### src/rtl/dbf_pkg.sv
// Shared definitions for the DBF receive sequencer: default widths and timing,
// FSM state encoding and small constant helpers for counter sizing.
package dbf_pkg;

  localparam int DBF_ADDR_WD     = 10;
  localparam int DBF_LINE_WD     = 8;
  localparam int DEF_TX_CYCLES   = 64;
  localparam int DEF_DEAD_CYCLES = 16;
  localparam int DEF_ZONE_LEN    = 32;
  localparam int DEF_NUM_ZONES   = 512;

  typedef enum logic [2:0] {
    ST_IDLE = 3'd0,
    ST_TX   = 3'd1,
    ST_DEAD = 3'd2,
    ST_RX   = 3'd3,
    ST_NEXT = 3'd4
  } dbf_state_t;

  // Bits needed to count 0..n-1, never less than one.
  function automatic int cnt_width(input int n);
    return (n <= 2) ? 1 : $clog2(n);
  endfunction

  function automatic int max_int(input int a, input int b);
    return (a > b) ? a : b;
  endfunction

endpackage

### src/rtl/dbf_zone_counter.sv
// Receive-window position tracker: counts samples inside a depth zone and
// advances the zone index each time a zone completes. zone_next exposes the
// value the zone register takes at the next edge so the parent can register
// its address outputs without an extra cycle of lag.
module dbf_zone_counter
  import dbf_pkg::*;
#(
  parameter int ADDR_WD   = DBF_ADDR_WD,
  parameter int ZONE_LEN  = DEF_ZONE_LEN,
  parameter int NUM_ZONES = DEF_NUM_ZONES
) (
  input  logic               clk,
  input  logic               rst,
  input  logic               en,
  input  logic               clr,
  output logic               zone_last,
  output logic [ADDR_WD-1:0] zone_next
);

  localparam int SAMPLE_WD = cnt_width(ZONE_LEN);
  localparam logic [SAMPLE_WD-1:0] SAMPLE_LAST = SAMPLE_WD'(ZONE_LEN - 1);
  localparam logic [ADDR_WD-1:0]   ZONE_LAST   = ADDR_WD'(NUM_ZONES - 1);

  logic [SAMPLE_WD-1:0] sample_reg, sample_next;
  logic [ADDR_WD-1:0]   zone_reg;
  logic                 zone_wrap;

  assign zone_wrap = (sample_reg == SAMPLE_LAST);
  assign zone_last = zone_wrap && (zone_reg == ZONE_LAST);

  // Next sample/zone values; clear wins over enable, and the zone index
  // returns to 0 rather than overflowing past the last LUT entry.
  always_comb begin
    sample_next = sample_reg;
    zone_next   = zone_reg;
    if (clr) begin
      sample_next = '0;
      zone_next   = '0;
    end else if (en) begin
      if (zone_wrap) begin
        sample_next = '0;
        zone_next   = zone_last ? '0 : zone_reg + ADDR_WD'(1);
      end else begin
        sample_next = sample_reg + SAMPLE_WD'(1);
      end
    end
  end

  // Counter registers.
  always_ff @(posedge clk) begin
    if (rst) begin
      sample_reg <= '0;
      zone_reg   <= '0;
    end else begin
      sample_reg <= sample_next;
      zone_reg   <= zone_next;
    end
  end

endmodule

### src/rtl/dbf_rx_sequencer.sv
// Per-scan-line sequencer for the DBF receive channels. Runs TX burst, dead
// time and receive window for each line of a frame, steps the delay/apodization
// LUT address once per depth zone, and lets host LUT writes through only while
// idle. Every output comes straight from a register loaded with the value the
// FSM will be in on the following cycle.
module dbf_rx_sequencer
  import dbf_pkg::*;
#(
  parameter int ADDR_WD     = DBF_ADDR_WD,
  parameter int LINE_WD     = DBF_LINE_WD,
  parameter int TX_CYCLES   = DEF_TX_CYCLES,
  parameter int DEAD_CYCLES = DEF_DEAD_CYCLES,
  parameter int ZONE_LEN    = DEF_ZONE_LEN,
  parameter int NUM_ZONES   = DEF_NUM_ZONES
) (
  input  logic               clk,
  input  logic               rst,
  input  logic               frame_go,
  input  logic [LINE_WD-1:0] num_lines,
  input  logic               abort,
  input  logic               host_lut_we,
  input  logic [ADDR_WD-1:0] host_lut_addr,
  output logic               host_lut_ack,
  output logic               tx_en,
  output logic               start,
  output logic [ADDR_WD-1:0] dbf_lut_addr,
  output logic               dbf_lut_we,
  output logic [ADDR_WD-1:0] apo_addr,
  output logic [LINE_WD-1:0] line_idx,
  output logic               line_done,
  output logic               frame_done,
  output logic               busy
);

  localparam int CNT_WD = cnt_width(max_int(TX_CYCLES, DEAD_CYCLES));
  localparam logic [CNT_WD-1:0] TX_LAST   = CNT_WD'(TX_CYCLES - 1);
  localparam logic [CNT_WD-1:0] DEAD_LAST = CNT_WD'(DEAD_CYCLES - 1);

  dbf_state_t         state_reg, state_next;
  logic [CNT_WD-1:0]  cyc_reg, cyc_next;
  logic [LINE_WD-1:0] line_reg, line_next;
  logic [LINE_WD-1:0] lines_reg, lines_next;
  logic               frame_done_next;
  logic               host_grant;

  logic               zone_en, zone_clr, zone_last;
  logic [ADDR_WD-1:0] zone_next;

  logic               tx_en_reg, start_reg, busy_reg, line_done_reg, frame_done_reg;
  logic               dbf_lut_we_reg, host_lut_ack_reg;
  logic [ADDR_WD-1:0] dbf_lut_addr_reg, dbf_lut_addr_next, apo_addr_reg, apo_addr_next;

  // The zone counter runs only inside the receive window and is held at zero
  // everywhere else, so each window starts at zone 0, sample 0.
  assign zone_en  = (state_reg == ST_RX);
  assign zone_clr = (state_next != ST_RX);

  dbf_zone_counter #(
    .ADDR_WD   (ADDR_WD),
    .ZONE_LEN  (ZONE_LEN),
    .NUM_ZONES (NUM_ZONES)
  ) u_zone (
    .clk       (clk),
    .rst       (rst),
    .en        (zone_en),
    .clr       (zone_clr),
    .zone_last (zone_last),
    .zone_next (zone_next)
  );

  // Next-state logic: phase timing, line counting and host arbitration, with
  // abort overriding every other decision.
  always_comb begin
    state_next      = state_reg;
    cyc_next        = cyc_reg;
    line_next       = line_reg;
    lines_next      = lines_reg;
    frame_done_next = 1'b0;
    host_grant      = 1'b0;
    case (state_reg)
      ST_IDLE: begin
        if (frame_go) begin
          state_next = ST_TX;
          cyc_next   = '0;
          line_next  = '0;
          lines_next = (num_lines == '0) ? LINE_WD'(1) : num_lines;
        end else if (host_lut_we) begin
          host_grant = 1'b1;
        end
      end
      ST_TX: begin
        if (cyc_reg == TX_LAST) begin
          state_next = ST_DEAD;
          cyc_next   = '0;
        end else begin
          cyc_next = cyc_reg + CNT_WD'(1);
        end
      end
      ST_DEAD: begin
        if (cyc_reg == DEAD_LAST) begin
          state_next = ST_RX;
          cyc_next   = '0;
        end else begin
          cyc_next = cyc_reg + CNT_WD'(1);
        end
      end
      ST_RX: begin
        if (zone_last) begin
          state_next = ST_NEXT;
        end
      end
      ST_NEXT: begin
        // line_idx is only meaningful while busy, so it goes back to 0 with the FSM.
        if (line_reg == lines_reg - LINE_WD'(1)) begin
          state_next      = ST_IDLE;
          line_next       = '0;
          frame_done_next = 1'b1;
        end else begin
          state_next = ST_TX;
          cyc_next   = '0;
          line_next  = line_reg + LINE_WD'(1);
        end
      end
      default: begin
        state_next = ST_IDLE;
        cyc_next   = '0;
        line_next  = '0;
      end
    endcase
    if (abort) begin
      state_next      = ST_IDLE;
      cyc_next        = '0;
      line_next       = '0;
      frame_done_next = 1'b0;
      host_grant      = 1'b0;
    end
  end

  // Address muxing for the following cycle: host address on a granted write,
  // zone index inside the receive window, zero otherwise.
  always_comb begin
    dbf_lut_addr_next = '0;
    apo_addr_next     = '0;
    if (host_grant) begin
      dbf_lut_addr_next = host_lut_addr;
    end else if (state_next == ST_RX) begin
      dbf_lut_addr_next = zone_next;
      apo_addr_next     = zone_next;
    end
  end

  // FSM, counters and output registers.
  always_ff @(posedge clk) begin
    if (rst) begin
      state_reg        <= ST_IDLE;
      cyc_reg          <= '0;
      line_reg         <= '0;
      lines_reg        <= '0;
      tx_en_reg        <= 1'b0;
      start_reg        <= 1'b0;
      busy_reg         <= 1'b0;
      line_done_reg    <= 1'b0;
      frame_done_reg   <= 1'b0;
      dbf_lut_we_reg   <= 1'b0;
      host_lut_ack_reg <= 1'b0;
      dbf_lut_addr_reg <= '0;
      apo_addr_reg     <= '0;
    end else begin
      state_reg        <= state_next;
      cyc_reg          <= cyc_next;
      line_reg         <= line_next;
      lines_reg        <= lines_next;
      tx_en_reg        <= (state_next == ST_TX);
      start_reg        <= (state_next == ST_RX);
      busy_reg         <= (state_next != ST_IDLE);
      line_done_reg    <= (state_next == ST_NEXT);
      frame_done_reg   <= frame_done_next;
      dbf_lut_we_reg   <= host_grant;
      host_lut_ack_reg <= host_grant;
      dbf_lut_addr_reg <= dbf_lut_addr_next;
      apo_addr_reg     <= apo_addr_next;
    end
  end

  assign tx_en        = tx_en_reg;
  assign start        = start_reg;
  assign busy         = busy_reg;
  assign line_done    = line_done_reg;
  assign frame_done   = frame_done_reg;
  assign dbf_lut_we   = dbf_lut_we_reg;
  assign host_lut_ack = host_lut_ack_reg;
  assign dbf_lut_addr = dbf_lut_addr_reg;
  assign apo_addr     = apo_addr_reg;
  assign line_idx     = line_reg;

endmodule

### config.mk
export PLATFORM = sky130hd
export DESIGN_NAME = dbf_rx_sequencer
export DESIGN_NICKNAME = d
export VERILOG_FILES = /design/src/rtl/dbf_pkg.sv /design/src/rtl/dbf_zone_counter.sv /design/src/rtl/dbf_rx_sequencer.sv
export SDC_FILE = /design/constraint.sdc
export NUM_CORES = 1
export LEC_CHECK = 0
export CAP_MARGIN = 20
export CORE_MARGIN = 10
export CORE_UTILIZATION = 51
export CTS_CLUSTER_DIAMETER = 30
export DETAILED_ROUTE_END_ITERATION = 16
export PLACE_DENSITY = 0.76
export SYNTH_ARGS = -nofsm -noshare
export SYNTH_HDL_FRONTEND = slang
export SYNTH_SLANG_ARGS = --single-unit
export TNS_END_PERCENT = 30
### constraint.sdc
create_clock -name clk -period 2.8 [get_ports clk]
set_input_delay 0.56 -clock clk [delete_from_list [all_inputs] [get_ports clk]]
set_output_delay 0.56 -clock clk [all_outputs]
set_load 0.01 [all_outputs]
==> summary.txt <==
Timing
  – Worst Skew: ~0.0056 ns
  – Relative slew slack: 0.605
  – Slew Limit Fails: 0
  – Endpoints failing setup: 0
  – Final hold vios: 0
  – Worst Tran Pin Value: 0.591 ns
  – Final min period: around 2.6 ns
  – Setup TNS: 0 ns
  – RSZ-0062 raised after global routing: no
  – Setup ws final: 0.240 ns
  – Fmax: 391 MHz
  – Final worst path period share: 0.914

Logic synthesis
  – Syn_nets: approximately 370
  – Syn avg cell area: around 8.7 µm²
  – Yosys reg bits: 66
  – Mapped Cells: 336
  – Async S/R FF share, synth: 0
  – Top FF cell, synth: dfxtp_1
  – Synth cell types: 56
  – Seq/Total Area, Yosys: 0.450
  – Synth Cell Area: roughly 2900 µm²
  – Ys Warns: 0
  – Post-synth EDFFs: 0

Worst hold path
  – Min-Delay Path Class: flop to flop

Place
  – Pre-CTS setup slack: 0.240 ns
  – # port buffers: 57
  – Post-DP HPWL: 4.95 mm
  – RD Place Congestion: 0.815

Job
  – Max_cap viols: 0

Routing
  – Antenna Nets Post-Route: 0
  – DRC viols: 0
  – Post-Route WL: 6.87 mm
  – Initial drt markers: 117
  – Via count: 2,580
  – Drt via density: about 5.4
  – Drt wl/cell: 14.5 µm
  – Detailed Routing Iterations Pass 1: 4

Clock tree
  – Worst-Skew Late Latency: 0.33 ns
  – CTS Hold Bufs: 0
  – Sink Count: 66
  – Register clock-pin slew on the reported worst setup and hold paths: about 0.07 ns
  – Buffer depth of the longest clock path: 2
  – H-Tree Depth: 3
  – Root buf cell: clkbuf_8
  – Cts bufs inserted: 9
  – Setup Fix Bufs, Post-CTS: 0
  – CTS tree: done
  – PostCTS Resize Cnt: 0

Power and ir drop
  – Leak pwr: 0.00136 µW
  – Cell Pwr Density: 529 nW/µm²
  – Pwr Total: 2010 µW
  – Peak supply drop: approximately 0.33 mV

Floorplanning
  – Initial Utilization: 0.530
  – Die area: just over 9000 µm²
  – Std-Cell Rows: 27
  – Die height: 95.9 µm
  – Die width: 95.9 µm
  – Core area: 5540 µm²
  – Top Ports: 58

Layout
  – Fillers: 462
  – Nets@finish: 426
  – Area delta synth->final: 29.6%
  – Layout cells sized above 1: 0.102
  – N_diodes: 0

Worst setup path
  – Crit Path Max Fanout: 5
  – Worst path required time: about 3 ns
  – CP cell instances: inv_1 > ha_1 > or3b_1 > or4_1 > a22oi_1 > o211ai_1 > a21oi_1 > o311ai_2
  – Crit. End Element: flop
  – Critical Path AT: 2.77 ns
  – Setup CP Type: flop to flop
  – Crit path launch type: flop
  – WP buf/inv: 1
  – Slowest CP cell: or3b_1
  – Critical path's largest stage delay: 0.41 ns
  – Delay-heaviest family, CP: compound AO/OA/AOI/OAI gates

Global routing
  – Total gr overflow: 0
  – Largest net degree at the start of global routing: 37
  – Total track usage: 0.148
  – Antenna violations before repair: 0
  – Vias in the first global route: around 2,300
  – Global-route wire length before repair: 11.1 mm

Run status
  – Status: completed
## Yosys cell counts (2+ instances only)
master    number  share of area
nor3_1        13          0.022
xor2_1        11          0.033
and3b_1        2         0.0060
dfxtp_1       66           0.45
nand4_1        6          0.013
clkbuf_1       5         0.0064
nor2_1        40          0.051
o211ai_1       2         0.0051
buf_2          2         0.0034
a21o_1         2         0.0051
buf_6          3          0.012
and2b_1        2         0.0051
o21ai_0        7          0.012
a211oi_1       3         0.0077
nand2_1       43          0.055
or3_1          2         0.0043
o21ai_2        7          0.021
nand3_1        7          0.012
ha_1           6          0.026
or2_2          5          0.011
mux2i_1        2         0.0068
xnor2_1       14          0.042
and3_1         5          0.011
nand2b_1       5          0.011
nand4b_1       2         0.0060
and2_1         4         0.0085
a21oi_1       22          0.038
or4_1          2         0.0051
buf_4          3         0.0077
nor4_1        11          0.023
inv_1          7         0.0090
## cells by family after synthesis
kind of cell | Yosys count | share of synthesized area
adder cells (fa/ha/maj) | 6 | 0.0256
XOR/XNOR | 25 | 0.0746
AND/OR/NAND/NOR | 157 | 0.267
flip-flops | 66 | 0.450
buffers and inverters | 21 | 0.0392
AO/OA/AOI/OAI | 59 | 0.136
multiplexers | 2 | 0.00682
## layout make-up
class                      count  area (µm²)  area share
clock inverter                 6        88.8      0.0234
timing repair buffer          64         636       0.167
multi-input combinational    249        1500       0.395
inverter                       7        26.3     0.00691
sequential                    66        1320       0.347
clock buffer                  10         138      0.0362
tap                           72        90.1      0.0237
## metrics by stage
step	area, µm²	cells	util	hold slack (ns)
floorplan	2930	336	-	0.449
global placement	3580	458	0.646	0.465
detailed placement	3580	458	0.646	0.478
CTS	3800	474	0.687	0.491
global route	3800	474	0.687	0.519
finish	3800	474	0.687	0.490
## report_power, final
group / switching (µW) / internal (µW)
logic: 70.2 / 77.4
registers: 14.2 / 951
clock network: 372 / 527
total: 456 / 1550
## cell usage in the layout (no fill, tap or decap), drive strengths merged, types with 3 or more instances in the layout
cell type and n:
or4 3, a211oi 3, xor2 11, nor4 11
nand2 43, o21ai 14, clkdlybuf4s50 57, nand4 6
inv 8, buf 7, clkbuf 10, nor2 41
nor3 13, ha 6, nand3 7, xnor2 14
and3 5, nand2b 5, and2 4, or2 6
dfxtp 66, a21oi 23
## worst paths after layout
kind / slack [ns] / cells past startpoint / to / from
max: 0.24 / 8 / busy / lines_reg[0]
min: 0.49 / 1 / cyc_reg[0] / cyc_reg[0]
max reg2reg: 0.24 / 8 / busy / lines_reg[0]
min reg2reg: 0.49 / 1 / cyc_reg[0] / cyc_reg[0]
## metal layers
| metal | wire length [µm] | GRT usage | vias up |
|---|---|---|---|
| met5 | 0 | 0 | - |
| met4 | 87 | 0.0528 | 0 |
| met3 | 428 | 0.0420 | 9 |
| met2 | 3070 | 0.227 | 59 |
| met1 | 3290 | 0.193 | 1213 |
| li1 | - | - | 1299 |
(Power assumes the default switching activity.)
